`src/rtl/matrix_alu_pkg.sv`:
```
// matrix_alu_pkg: opcode constants, FSM states and product-sequence lengths for matrix_alu
package matrix_alu_pkg;
    localparam logic [4:0] OP_ADD  = 5'b00001;
    localparam logic [4:0] OP_SUB  = 5'b00010;
    localparam logic [4:0] OP_MUL  = 5'b00100;
    localparam logic [4:0] OP_TRAN = 5'b01000;
    localparam logic [4:0] OP_DET  = 5'b10000;
    localparam int MUL_LEN = 8;
    localparam int DET_LEN = 2;
    localparam int CNT_W = 3;
    typedef enum logic [1:0] {IDLE = 2'd0, EXEC = 2'd1, RESP = 2'd2} state_e;
    function automatic logic op_legal(input logic [4:0] op);
        return op inside {OP_ADD, OP_SUB, OP_MUL, OP_TRAN, OP_DET};
    endfunction
endpackage

```
`src/rtl/matrix_alu_mac.sv`:
```
// matrix_alu_mac: shared multiplier feeding a signed accumulator with clear/add/subtract control
module matrix_alu_mac #(
    parameter int DATA_W = 7,
    parameter int ACC_W = 2 * DATA_W + 2
) (
    input  logic                     clk,
    input  logic                     rst,
    input  logic                     en,
    input  logic                     clr,
    input  logic                     sub,
    input  logic [DATA_W-1:0]        a,
    input  logic [DATA_W-1:0]        b,
    output logic signed [ACC_W-1:0] sum
);
    logic [ACC_W-1:0] prod;
    logic signed [ACC_W-1:0] base, acc_q, acc_d;
    always_comb begin
        prod = ACC_W'(a) * ACC_W'(b);
        base = clr ? '0 : acc_q;
        sum = sub ? base - $signed(prod) : base + $signed(prod);
        acc_d = en ? sum : acc_q;
    end
    always_ff @(posedge clk or posedge rst)
        if (rst) acc_q <= '0;
        else acc_q <= acc_d;
endmodule

```
`src/rtl/matrix_alu.sv`:
```
// matrix_alu: 2x2 matrix ALU (add/sub/mul/transpose/determinant) behind a valid/ready command interface
module matrix_alu
    import matrix_alu_pkg::*;
#(
    parameter int DATA_W = 7,
    parameter int SAT = 0
) (
    input  logic                  clk,
    input  logic                  rst,
    input  logic                  in_valid,
    output logic                  in_ready,
    input  logic [8*DATA_W+4:0]   in_data,
    output logic                  out_valid,
    input  logic                  out_ready,
    output logic [4*DATA_W-1:0]   out_data,
    output logic                  out_err
);
    localparam int ACC_W = 2 * DATA_W + 2;
    state_e state_q, state_d;
    logic [CNT_W-1:0] cnt_q, cnt_d;
    logic [8*DATA_W+4:0] cmd_q, cmd_d;
    logic [4*DATA_W-1:0] out_data_q, out_data_d;
    logic err_q, err_d;
    logic [DATA_W-1:0] a [4];
    logic [DATA_W-1:0] b [4];
    logic [4:0] op_q;
    logic last, mac_en, mac_clr, mac_sub;
    logic [DATA_W-1:0] mac_a, mac_b;
    logic signed [ACC_W-1:0] mac_sum;
    // Results are formed in ACC_W-bit two's complement, so the sign bit and upper bits decide clamping
    function automatic logic [DATA_W-1:0] fit(input logic [ACC_W-1:0] v);
        return (SAT == 0) ? v[DATA_W-1:0] :
               v[ACC_W-1] ? '0 : |v[ACC_W-2:DATA_W] ? '1 : v[DATA_W-1:0];
    endfunction
    for (genvar i = 0; i < 4; i++) begin : g_ops
        assign a[i] = cmd_q[i*DATA_W +: DATA_W];
        assign b[i] = cmd_q[(4+i)*DATA_W +: DATA_W];
    end
    assign op_q = cmd_q[8*DATA_W +: 5];
    assign last = (op_q == OP_MUL) ? cnt_q == CNT_W'(MUL_LEN - 1) :
                  (op_q == OP_DET) ? cnt_q == CNT_W'(DET_LEN - 1) : 1'b1;
    // MUL walks A0B0,A1B2,A0B1,A1B3,A2B0,A3B2,A2B1,A3B3; DET does A0*A3 then subtracts A1*A2
    assign mac_a = (op_q == OP_DET) ? (cnt_q[0] ? a[1] : a[0]) : a[{cnt_q[2], cnt_q[0]}];
    assign mac_b = (op_q == OP_DET) ? (cnt_q[0] ? a[2] : a[3]) : b[{cnt_q[0], cnt_q[1]}];
    assign mac_en = state_q == EXEC && (op_q == OP_MUL || op_q == OP_DET);
    assign mac_clr = !cnt_q[0];
    assign mac_sub = op_q == OP_DET && cnt_q[0];
    matrix_alu_mac #(.DATA_W(DATA_W), .ACC_W(ACC_W)) u_mac (
        .clk(clk), .rst(rst), .en(mac_en), .clr(mac_clr), .sub(mac_sub),
        .a(mac_a), .b(mac_b), .sum(mac_sum)
    );
    always_comb begin
        state_d = state_q;
        cnt_d = '0;
        cmd_d = cmd_q;
        out_data_d = out_data_q;
        err_d = err_q;
        case (state_q)
            IDLE: if (in_valid) begin
                cmd_d = in_data;
                err_d = !op_legal(in_data[8*DATA_W +: 5]);
                state_d = op_legal(in_data[8*DATA_W +: 5]) ? EXEC : RESP;
                out_data_d = op_legal(in_data[8*DATA_W +: 5]) ? out_data_q : '0;
            end
            EXEC: begin
                cnt_d = last ? '0 : cnt_q + CNT_W'(1);
                state_d = last ? RESP : EXEC;
                for (int k = 0; k < 4; k++)
                    out_data_d[k*DATA_W +: DATA_W] =
                        (op_q == OP_MUL) ? ((cnt_q[0] && cnt_q[2:1] == 2'(k)) ? fit(mac_sum) : out_data_q[k*DATA_W +: DATA_W]) :
                        (op_q == OP_DET) ? ((k == 0 && last) ? fit(mac_sum) : '0) :
                        (op_q == OP_ADD) ? fit(ACC_W'(a[k]) + ACC_W'(b[k])) :
                        (op_q == OP_SUB) ? fit(ACC_W'(a[k]) - ACC_W'(b[k])) : a[{k[0], k[1]}];
            end
            RESP: state_d = out_ready ? IDLE : RESP;
            default: state_d = IDLE;
        endcase
    end
    always_ff @(posedge clk or posedge rst)
        if (rst) begin
            state_q <= IDLE;
            cnt_q <= '0;
            cmd_q <= '0;
            out_data_q <= '0;
            err_q <= 1'b0;
        end else begin
            state_q <= state_d;
            cnt_q <= cnt_d;
            cmd_q <= cmd_d;
            out_data_q <= out_data_d;
            err_q <= err_d;
        end
    assign in_ready = state_q == IDLE;
    assign out_valid = state_q == RESP;
    assign out_data = out_data_q;
    assign out_err = err_q;
endmodule

```
`config.mk`:
```
export PLATFORM = sky130hd
export DESIGN_NAME = matrix_alu
export DESIGN_NICKNAME = d
export VERILOG_FILES = /design/src/rtl/matrix_alu_pkg.sv /design/src/rtl/matrix_alu_mac.sv /design/src/rtl/matrix_alu.sv
export SDC_FILE = /design/constraint.sdc
export NUM_CORES = 1
export LEC_CHECK = 0
export CAP_MARGIN = 15
export CORE_UTILIZATION = 32
export DETAILED_ROUTE_END_ITERATION = 6
export GPL_ROUTABILITY_DRIVEN = 0
export SYNTH_ARGS = -nofsm -noshare
export SYNTH_HDL_FRONTEND = slang
export SYNTH_SLANG_ARGS = --single-unit
```
`constraint.sdc`:
```
create_clock -name clk -period 6.2 [get_ports clk]
set_clock_uncertainty 0.2 [all_clocks]
set_input_delay 1.24 -clock clk [delete_from_list [all_inputs] [get_ports clk]]
set_output_delay 1.24 -clock clk [all_outputs]
set_load 0.05 [all_outputs]
```
==> impl_metrics.json <==
{
  "status": "finished with violations",
  "violations": "setup timing",
  "dp_hpwl_um": 21800,
  "fp.dieW_um": 164,
  "cts.path.max_buffers": 2,
  "antenna_found_initial": 0,
  "ys_seq_area_frac": 0.303,
  "finalCriticalPeriod_ns": 6.23,
  "fin_crit_sh": 1.00,
  "clk_transition_reported_paths_ns": 0.07,
  "synth-edff-count": 0,
  "min_from": "out_data[12]",
  "row_count": 58,
  "final_nets": 1228,
  "drc_errors": 0,
  "final-setup-viol-count": 2,
  "grt_setup_unrepaired": "yes",
  "grt_overflow": 0,
  "finalInstanceArea_sq_um": 10600,
  "reg2reg_from": "cmd_q[58]",
  "holdPathStages": 2,
  "synth-simple-area-share": 0.150,
  "yosysTopAreaCellShare": 0.303,
  "drive_above_1_share": 0.154,
  "max-cap-violations": 0,
  "h-tree-depth": 3,
  "synth.largest_area_cell": "dfrtp_1",
  "routed_via_density": 5.48,
  "worst_pin_slew_ns": 1.09,
  "critPathKind": "flip-flop to flip-flop",
  "die_area_sq_um": 27000,
  "worstSetupStartpointType": "flip-flop",
  "antenna_left": 0,
  "r2r-end": "out_data[20]",
  "filler_cell_count": 2529,
  "cts_root_buf": "clkbuf_16",
  "synthXorXnorAreaFrac": 0.0361,
  "yosysWarnings": 0,
  "initial_utilization": 0.330,
  "grt_pass1_vias": 7385,
  "synth_top_family_by_area": "compound AO/OA/AOI/OAI gates",
  "cts_tree": "built",
  "detail_route.iter0.violations": 887,
  "finalHoldViolations": 0,
  "fmax_mhz": 161,
  "cp.arrival_ns": 6.33,
  "ys_top_cells_by_area": "dfrtp_1, ha_1, mux2_2",
  "grt_pass1_wl_um": 42900,
  "diodes": 0,
  "slew_headroom": 0.268,
  "grt_max_degree": 68,
  "fp.dieH_um": 164,
  "gr-usage-all-layers": 0.214,
  "core_sq_um": 25500,
  "crit_required_ns": 6.30,
  "wire_per_inst_um": 19.7,
  "numCtsBuffers": 9,
  "synth-adder-area-share": 0.144,
  "critPathMaxFanout": 6,
  "setup_ws_ns": -0.0257,
  "yosys-mux-area-fraction": 0.0922,
  "first_pass_iters": 5,
  "netlist_instances": 948,
  "worstSkewPairLatency_ns": 0.36,
  "vias": 7739,
  "async_flop_share": 1.00,
  "holdBufCountCts": 0,
  "finalWirelength_um": 27800,
  "hp-class": "flip-flop to flip-flop",
  "reg2reg_slack_ns": -0.03,
  "syn_area_sq_um": 8420,
  "min_to": "out_data[12]",
  "drv_slew": 0,
  "syn_to_final_growth_pct": 25.8,
  "synth_ff_type": "dfrtp_1",
  "synth_compound_area_frac": 0.220,
  "synth_cell_types": 72,
  "synth_nets": 1100,
  "ioPinCount": 96,
  "port_buffers": 95,
  "critPathCaptureType": "flip-flop",
  "cts.sinks": 102,
  "ys_seq_elements": 102,
  "placed_area_sq_um": 10100,
  "syn_avg_cell_area_sq_um": 8.88,
  "r2r.worst_path.cells": 20
}
[critical path, cell delays in order, from the launching register on]
cell and delay, ns:
dfrtp_1 0.41, or3b_1 0.49, o21ai_2 0.21, mux4_2 0.58, and2_1 0.21, fa_1 0.56, ha_1 0.23, ha_1 0.32
fa_1 0.54, nor2_2 0.23, nand2b_4 0.08, o31ai_4 0.18, xor2_1 0.19, ha_1 0.28, a21o_1 0.16, a31oi_1 0.16
xnor3_1 0.24, xnor3_2 0.28, buf_4 0.15, o41a_1 0.35, nand3_1 0.08
[cell usage after synthesis (6+ instances only)]
cell	count
mux4_2	9
xor2_1	14
nand2_1	94
o21ai_0	90
dfrtp_1	102
a31oi_1	6
nor2b_1	14
fa_1	16
nor3_1	18
ha_1	71
a211oi_1	18
and2_1	11
mux2_2	40
o21bai_1	13
a21o_1	15
clkbuf_1	28
mux2i_1	10
nand2b_1	15
o21ai_1	14
buf_2	8
o32ai_1	6
o31ai_1	13
a21oi_1	61
xnor2_1	11
o221ai_1	7
inv_1	67
o211ai_1	6
o21a_1	6
nand3_1	7
nor2_1	68
[worst max-delay path by stage]
stage	from	to	slack [ns]	cells after the start
2_1_floorplan	cmd_q[59]	out_data[27]	0.02	23
6_report	cmd_q[58]	out_data[20]	-0.03	20
4_1_cts	cmd_q[59]	out_data[27]	-0.04	21
5_1_grt	cmd_q[58]	out_data[20]	-0.25	24
3_5_place_dp	cmd_q[59]	out_data[27]	-0.19	21
3_3_place_gp	cmd_q[59]	out_data[27]	-0.02	21
[cells in the final DEF, fill, tap and decap left out, types with 5 or more instances in the layout]
cell	Yosys	layout
a211oi_1	18	18
a21o_1	15	15
a21oi_1	61	60
a31oi_1	6	6
and2_1	11	10
buf_4	2	66
clkbuf_16	0	9
clkdlybuf4s50_1	0	95
dfrtp_1	102	101
fa_1	16	16
ha_1	71	67
inv_1	67	66
mux2_2	40	40
mux2i_1	10	10
mux4_2	9	9
nand2_1	94	94
nand2b_1	15	12
nand3_1	7	7
nor2_1	68	66
nor2b_1	14	14
nor3_1	18	18
o211ai_1	6	6
o21a_1	6	6
o21ai_0	90	90
o21ai_1	14	14
o21bai_1	13	13
o221ai_1	7	7
o22ai_1	5	5
o31ai_1	13	12
o32ai_1	6	6
xnor2_1	11	10
xor2_1	14	12
[metrics by stage]
| step | hold slack, ns | TNS, ns | worst slack (ns) | cells | utilization |
|---|---|---|---|---|---|
| global route | 0.301 | -0.874 | -0.247 | 1411 | 0.416 |
| detailed placement | 0.265 | -0.678 | -0.192 | 1388 | 0.397 |
| CTS | 0.281 | -0.0656 | -0.0412 | 1406 | 0.411 |
| global placement | 0.256 | -0.0190 | -0.0190 | 1388 | 0.397 |
| finish | 0.278 | -0.0396 | -0.0257 | 1411 | 0.416 |
| floorplan | 0.242 | 0 | 0.0195 | 948 | - |
[routing by layer]
layer  global-route usage  vias up  share of wire
li1                     -     3633              -
met1                0.302     3717           0.46
met2                0.312      346           0.42
met3               0.0515       43          0.089
met4               0.0800        0          0.034
met5                    0        -              0
[flip-flops by register name, summed over array words and instances, names as in the netlist]
| name | count |
|---|---|
| cmd_q | 61 |
| out_data | 28 |
| u_mac.acc_q | 7 |
| cnt_q | 3 |
| state_q | 2 |
| out_err | 1 |
[final cells by class]
type	instances	area (sq um)	share of cell area
clock buffer	11	233	0.0220
clock inverter	5	85.1	0.00803
inverter	67	254	0.0240
multi-input combinational	733	5580	0.526
sequential	102	2550	0.241
tap	330	413	0.0390
timing repair buffer	163	1480	0.139
[cells by family after synthesis]
| logic type | count (synthesis) |
|---|---|
| XOR/XNOR | 29 |
| AO/OA/AOI/OAI | 292 |
| buffers and inverters | 113 |
| multiplexers | 61 |
| AND/OR/NAND/NOR | 264 |
| adder cells (fa/ha/maj) | 87 |
| flip-flops | 102 |
[what timing repair did]
item,in CTS,in global routing
setup buffers,2,5
setup endpoints to repair,5,5
pin swaps,9,8
resized for setup,3,13
hold endpoints to repair,0,0
Power is not shown: default switching activity piles up to over one toggle a cycle in this logic, so the estimate is an artifact.
